<file path="config.mk">
export PLATFORM = sky130hd
export DESIGN_NAME = count_ctrl
export DESIGN_NICKNAME = d
export VERILOG_FILES = /design/src/rtl/count_ctrl.sv
export SDC_FILE = /design/constraint.sdc
export NUM_CORES = 1
export LEC_CHECK = 0
export BUFFER_PORTS_ARGS = -buffer_cell sky130_fd_sc_hd__buf_2
export CELL_PAD_IN_SITES_DETAIL_PLACEMENT = 0
export CELL_PAD_IN_SITES_GLOBAL_PLACEMENT = 1
export CORE_MARGIN = 2
export CORE_UTILIZATION = 40
export CTS_BUF_LIST = sky130_fd_sc_hd__clkbuf_8
export DETAILED_ROUTE_END_ITERATION = 10
export GPL_ROUTABILITY_DRIVEN = 0
export PLACE_DENSITY = 0.79
export SYNTH_ARGS = -nofsm -noshare
export SYNTH_HDL_FRONTEND = slang
export SYNTH_SLANG_ARGS = --single-unit
</file>
<file path="constraint.sdc">
create_clock -name clk -period 5.55 [get_ports clk]
set_clock_uncertainty 0.15 [all_clocks]
set_input_delay 1.11 -clock clk [delete_from_list [all_inputs] [get_ports clk]]
set_output_delay 1.11 -clock clk [all_outputs]
set_load 0.03 [all_outputs]
</file>
<file path="src/rtl/count_ctrl.sv">
// count_ctrl: button-driven start/pause/clear controller for a downstream 4-bit counter.
// Build option: define AUTO_RELOAD_EN to make terminal count restart the counter instead of entering DONE.
module count_ctrl #(
  parameter int unsigned TICK_DIV = 4
) (
  input  logic       clk,
  input  logic       reset,
  input  logic       start,
  input  logic       stop,
  input  logic       clear,
  input  logic [3:0] limit,
  input  logic [3:0] count,
  output logic       counten,
  output logic       clr,
  output logic       done,
  output logic [1:0] state
);

  typedef enum logic [1:0] {
    IDLE  = 2'b00,
    RUN   = 2'b01,
    PAUSE = 2'b10,
    DONE  = 2'b11
  } state_t;

  localparam logic [7:0] DIV_LAST = 8'(TICK_DIV - 1);

  state_t     state_r;
  logic [7:0] div_cnt_r;
  logic [2:0] sync1_r;
  logic [2:0] sync2_r;
  logic [2:0] prev_r;
  logic       clr_r;
  logic       done_r;

  logic       start_ev_s;
  logic       stop_ev_s;
  logic       clear_ev_s;
  logic       div_last_s;
  logic [7:0] div_next_s;
  logic [3:0] count_eff_s;
  logic       at_limit_s;
  logic       counten_s;

  // Button edge events, prescaler next value and terminal-count decode.
  // While clr is high the counter is being zeroed, so its feedback is treated as 0.
  always_comb begin
    start_ev_s = sync2_r[0] & ~prev_r[0];
    stop_ev_s  = sync2_r[1] & ~prev_r[1];
    clear_ev_s = sync2_r[2] & ~prev_r[2];
    div_last_s = (div_cnt_r == DIV_LAST);
    if (div_last_s) begin
      div_next_s = 8'd0;
    end else begin
      div_next_s = div_cnt_r + 8'd1;
    end
    if (clr_r) begin
      count_eff_s = 4'd0;
    end else begin
      count_eff_s = count;
    end
    at_limit_s = (count_eff_s == limit);
    counten_s  = (state_r == RUN) & div_last_s & (count != limit);
  end

  // Synchronizers, control FSM, prescaler and registered clr/done.
  always_ff @(posedge clk) begin
    if (reset) begin
      state_r   <= IDLE;
      div_cnt_r <= 8'd0;
      sync1_r   <= 3'b000;
      sync2_r   <= 3'b000;
      prev_r    <= 3'b000;
      clr_r     <= 1'b1;
      done_r    <= 1'b0;
    end else begin
      sync1_r <= {clear, stop, start};
      sync2_r <= sync1_r;
      prev_r  <= sync2_r;
      clr_r   <= 1'b0;
      if (clear_ev_s) begin
        state_r   <= IDLE;
        div_cnt_r <= 8'd0;
        clr_r     <= 1'b1;
        done_r    <= 1'b0;
      end else begin
        case (state_r)
          IDLE: begin
            done_r <= 1'b0;
            if (start_ev_s) begin
              state_r   <= RUN;
              div_cnt_r <= 8'd0;
            end
          end
          RUN: begin
            if (stop_ev_s) begin
              state_r   <= PAUSE;
              div_cnt_r <= div_next_s;
              done_r    <= 1'b0;
            end else if (at_limit_s) begin
`ifdef AUTO_RELOAD_EN
              clr_r     <= 1'b1;
              done_r    <= 1'b1;
              div_cnt_r <= 8'd0;
`else
              state_r   <= DONE;
              done_r    <= 1'b1;
`endif
            end else begin
              div_cnt_r <= div_next_s;
              done_r    <= 1'b0;
            end
          end
          PAUSE: begin
            done_r <= 1'b0;
            if (start_ev_s) begin
              state_r <= RUN;
            end
          end
          DONE: begin
            if (start_ev_s) begin
              state_r   <= RUN;
              clr_r     <= 1'b1;
              div_cnt_r <= 8'd0;
              done_r    <= 1'b0;
            end else begin
              done_r <= 1'b1;
            end
          end
          default: begin
            state_r   <= IDLE;
            div_cnt_r <= 8'd0;
            done_r    <= 1'b0;
          end
        endcase
      end
    end
  end

  assign counten = counten_s;
  assign clr     = clr_r;
  assign done    = done_r;
  assign state   = state_r;

endmodule

</file>
==> metrics, run 1 <==
Syn Nets 135; ys async rst share 0%; routing usage on met2 25.5%; HP Class flip-flop to flip-flop; crit-path cells buf_2, xor2_1, nor4_1, nor4b_1, buf_2; setup TNS 0 ns; most frequent cells in the layout dfxtp_1 (21), buf_2 (17), nor2_1 (11), nor2b_1 (11), nand2_1 (6); Final setup viols 0; CP Launch Type input port; delay-heaviest family, CP simple AND/OR/NAND/NOR gates; Synth Warn # 0; mean area per synthesized cell 9.59 um^2; # resized after CTS 0; GRT overflow 0; Most Used Layer, Global Route met2; global-route wire length before repair 3880 um; max_slew headroom 39.9%; Gate power share 18.9%; largest net degree at the start of global routing 14; I/O pin count 18; Net Sw Power 0.0000962 W; critical path's slowest cell nor4b_1; min Tclk post-route 3.31 ns; ratio of cells with drive above 1 in the final layout 23.0%; GRT met3 Usage 3.63%; die area 3250 um^2; TritonRoute pass-1 iters 4; fmax 302 MHz; Buf+Inv Stages, Crit Path 2; most used cell, CP buf_2; static leakage 0.501 nW; worst supply voltage drop on vdd 0.000117 V; crit-path max FO 3; total core area 2710 um^2; Switching Fraction 29.5%; Final Power 0.000326 W; CP Capture Type primary output; Num CTS Buffers 3; synth unique cells 39; Hold Vio Cnt, Final 0; Most used DFF post-synth dfxtp_1; Seq/Total Area, Yosys 37.5%; Worst Hold Launch sync1_r[1]; Post-Syn Area 1120 um^2; DRC 0; Final WS setup 2.24 ns; final net count 154; reg2reg start state[0]; FP Rows 19; GRT Overall Usage 15.0%; antenna violations before repair 0; Inst Count DP 162; WL final 2210 um; Reg power frac 49.4%; via density per instance 5.75; post-route ant nets 0; CTS Hold Buffers Added 0; placed wire-length estimate 1630 um; #FFs+latches synth 21; Max Slew Vio Count 0; CTS tree done; most common cell after layout, fill and taps aside dfxtp_1; CTS Root Cell clkbuf_8; CTS Buffer Depth 2; WS Path Type input port to primary output; P_int 0.000230 W; Max Cap Violations 0; critical path data required time 4.29 ns; synth-to-layout area growth 13.7%; status finished clean; die height 57.0 um; vias in the first global route 928; CTS Sinks 21; clock share of power 31.7%; EDFF count, synth 0; Hold Slack 0.297 ns; final period utilization 59.7%; post-CTS setup repair buffer count 0; origin of the worst setup path count[2]; # diodes 0; drt wl/cell 13.3 um; final non-filler cell total 166; Initial Utilization 41.4%; crit-path max cell delay 0.30 ns; Placement Setup Slack 2.22 ns; GRT met1 Usage 17.6%; RSZ-0062 raised after global routing false; Clk Latency, worst-skew pair 0.26 ns; critical path arrival 2.05 ns; DR iter-0 viols 51; slew at the pin closest to its max-slew limit 0.902 ns; Die Width 57.0 um; Reg clk slew, reported paths 0.08 ns; H-tree Lvls 1; pwr dens 256 nW/um^2; Cells after Synth 117; port bufs 17; vias 955
==> through the flow <==
| stage | instance area, um^2 | util, % |
|---|---|---|
| 2_1_floorplan | 1120 | - |
| 3_3_place_gp | 1230 | 45.3 |
| 3_5_place_dp | 1230 | 45.3 |
| 4_1_cts | 1280 | 47.1 |
| 5_1_grt | 1280 | 47.1 |
| 6_report | 1280 | 47.1 |
==> state kept, by name, summed over array words and instances (netlist names) <==
name,cells
state,2
div_cnt_r,8
clr,1
sync2_r,3
done,1
sync1_r,3
prev_r,3
==> power by group through the flow <==
stage	clock network, W	logic (W)	registers [W]
finish	0.000103	0.0000616	0.000161
global route	0.000114	0.0000679	0.000162
CTS	0.000107	0.0000622	0.000161
detailed placement	0	0.0000620	0.000165
global placement	0	0.0000602	0.000165
floorplan	0	0.0000411	0.000168
==> Yosys cell counts, types with 2 or more instances <==
cell type,n,share of area [%]
a21o_1,2,1.3
a21oi_1,2,0.89
a31oi_1,2,1.1
clkbuf_1,2,0.67
dfxtp_1,21,37
ha_1,5,5.6
inv_1,5,1.7
nand2_1,6,2.0
nand3_1,4,1.8
nand3b_1,3,2.0
nand4bb_1,2,2.0
nor2_1,11,3.7
nor2b_1,11,6.1
o211ai_1,2,1.3
o21ai_0,2,0.89
o21ai_1,2,0.89
o22a_2,2,1.8
o311ai_0,4,3.1
o311ai_1,2,1.6
o31ai_1,2,1.3
o41ai_2,3,4.3
or3_1,2,1.1
xor2_1,4,3.1
==> path summary, 6_finish.rpt <==
| path | endpoint | slack [ns] | cells past startpoint |
|---|---|---|---|
| min | sync2_r[1] | 0.30 | 1 |
| max | counten | 2.24 | 5 |
| min reg2reg | sync2_r[1] | 0.30 | 1 |
| max reg2reg | div_cnt_r[3] | 3.28 | 5 |
==> area by class of cell <==
class                      count  area [um^2]
clock buffer                   3         41.3
timing repair buffer          17         85.1
fill                         267         1430
sequential                    21          420
clock inverter                 1         7.51
tap                           31         38.8
multi-input combinational     88          664
inverter                       5         18.8
==> metal layers <==
layer  up-vias  part of all wire, %
li1        476                    -
met1       450                   46
met2        27                   47
met3         2                  6.1
met4         0                 0.95
met5         -                    0
==> kinds of logic after synthesis <==
kind of cell               synth area share (%)
xor gates and xnor gates                   3.12
buffers and inverters                      3.34
and+or+nand+nor                            23.4
AOI/OAI and AO/OA                          27.1
DFF                                        37.5
adders and majority gates                  5.57
(Power assumes the default switching activity.)
==> run 2, diff against run 1 <==
==> constraint.sdc (replaced) <==
create_clock -name clk -period 3.42 [get_ports clk]
set_clock_uncertainty 0.15 [all_clocks]
set_input_delay 0.684 -clock clk [delete_from_list [all_inputs] [get_ports clk]]
set_output_delay 0.684 -clock clk [all_outputs]
set_load 0.03 [all_outputs]
==> metrics, run 2 (synthesis gave the netlist of run 1 again) <==
port bufs 17 (unchanged); I/O pin count 18 (unchanged); most frequent cells in the layout dfxtp_1 (21), buf_2 (17), nor2_1 (11), nor2b_1 (11), nand2_1 (6) (unchanged); CTS tree done (unchanged); ratio of cells with drive above 1 in the final layout 23.0% (unchanged); RSZ-0062 raised after global routing false (unchanged); DR iter-0 viols 29 (was 51); CTS Hold Buffers Added 0 (unchanged); via density per instance 5.66 (was 5.75); WS Path Type flip-flop to primary output (was input port to primary output); vias 939 (was 955); final core utilization 47.1% (unchanged); GRT Overall Usage 15.3% (was 15.0%); CP Capture Type primary output (unchanged); Worst Hold Launch sync1_r[1] (unchanged); FP Rows 19 (unchanged); status finished clean (unchanged); Top reg by flops div_cnt_r (unchanged); Hold Vio Cnt, Final 0 (unchanged); HP Class flip-flop to flip-flop (unchanged); CTS Sinks 21 (unchanged); most common cell after layout, fill and taps aside dfxtp_1 (unchanged); clock share of power 31.2% (was 31.7%); drt wl/cell 13.6 um (was 13.3 um); P_int 0.000374 W (was 0.000230 W); Hold Path Stages 1 (unchanged); final net count 154 (unchanged); die area 3250 um^2 (unchanged); Max Slew Vio Count 0 (unchanged); slew at the pin closest to its max-slew limit 0.866 ns (was 0.902 ns); global-route wire length before repair 3930 um (was 3880 um); DP Area 1230 um^2 (unchanged); r2r endpoint div_cnt_r[6] (was div_cnt_r[3]); max_slew headroom 42.3% (was 39.9%); vias in the first global route 903 (was 928); post-route ant nets 0 (unchanged); Switching Fraction 29.2% (was 29.5%); antenna violations before repair 0 (unchanged); WL final 2250 um (was 2210 um); fmax 355 MHz; pwr dens 413 nW/um^2 (was 256 nW/um^2); H-tree Lvls 1 (unchanged); critical path data required time 2.59 ns (was 4.29 ns); FF-to-FF path depth 5 (unchanged); critical path arrival 1.98 ns (was 2.05 ns); Final setup viols 0 (unchanged); final period utilization 82.4%; setup TNS 0 ns (unchanged); total core area 2710 um^2 (unchanged); Clk Latency, worst-skew pair 0.26 ns (about the same); worst supply voltage drop on vdd 0.000258 V (was 0.000117 V); Gate power share 19.1% (was 18.9%); max FFs per register 8 (unchanged); crit-path max FO 6 (was 3); TritonRoute pass-1 iters 4 (unchanged); GRT overflow 0 (unchanged); Reg clk slew, reported paths 0.08 ns (about the same); DRC 0 (unchanged); reg2reg start state[0] (unchanged); placed wire-length estimate 1640 um (was 1630 um); Initial Utilization 41.4% (unchanged); largest net degree at the start of global routing 14 (unchanged); Inst Count DP 162 (unchanged); Num CTS Buffers 3 (unchanged); Reg power frac 49.7% (was 49.4%); post-CTS setup repair buffer count 0 (unchanged); # resized after CTS 0 (unchanged); min Tclk post-route 2.82 ns; CTS Buffer Depth 2 (unchanged); static leakage 0.501 nW (unchanged); Net Sw Power 0.000154 W (was 0.0000962 W); die height 57.0 um (unchanged); final non-filler cell total 166 (unchanged); Max Cap Violations 0 (unchanged); R2R setup slack 1.15 ns (was 3.28 ns); # diodes 0 (unchanged); WHS Endpoint sync2_r[1] (unchanged); synth-to-layout area growth 13.7% (unchanged); Die Width 57.0 um (unchanged); Finished Cell Area 1280 um^2 (unchanged); CTS Root Cell clkbuf_8 (unchanged); CP Launch Type flip-flop (was input port)
## run 2: per-stage QoR
step | hold WS (ns) | power (W) | worst slack (ns)
2_1_floorplan | 0.264 | 0.000340 | 0.450
3_3_place_gp | 0.266 | 0.000366 | 0.923
3_5_place_dp | 0.276 | 0.000369 | 0.866
4_1_cts | 0.295 | 0.000537 | 0.562
5_1_grt | 0.309 | 0.000559 | 0.472
6_report | 0.290 | 0.000528 | 0.603
## run 2: worst max-delay path: stages (launching register included)
cell     delay (ns)
dfxtp_1        0.43
ha_1           0.23
or4b_1         0.48
nor4b_1        0.33
buf_2          0.26
## run 2: layout make-up
cell class                      count  area, um^2
Fill cell                         282        1430
Clock buffer                        3        41.3
Timing Repair Buffer               17        85.1
Tap cell                           31        38.8
Clock inverter                      1        7.51
Multi-Input combinational cell     88         664
Inverter                            5        18.8
Sequential cell                    21         420
## run 2: power groups by stage
stage / Clock, W / Combinational, W / Sequential [W]
6_report: 0.000165 / 0.000101 / 0.000262
5_1_grt: 0.000183 / 0.000112 / 0.000264
4_1_cts: 0.000173 / 0.000101 / 0.000262
3_5_place_dp: 0 / 0.000101 / 0.000268
3_3_place_gp: 0 / 0.0000984 / 0.000267
2_1_floorplan: 0 / 0.0000666 / 0.000273
## run 2: metal layers
layer  routed length (um)  vias to the layer above  track usage, %
li1                     -                      474               -
met1                 1010                      445            18.9
met2                 1120                       16            25.0
met3                   97                        4            2.95
met4                   30                        0            8.31
met5                    0                        -               0
## run 2: worst max-delay path by stage
stage	startpoint	end	slack [ns]	depth (start not counted)
3_5_place_dp	count[2]	counten	0.87	5
4_1_cts	div_cnt_r[0]	counten	0.56	4
5_1_grt	div_cnt_r[0]	counten	0.47	4
3_3_place_gp	count[0]	div_cnt_r[2]	0.92	6
2_1_floorplan	div_cnt_r[0]	counten	0.45	3
6_report	div_cnt_r[0]	counten	0.60	4
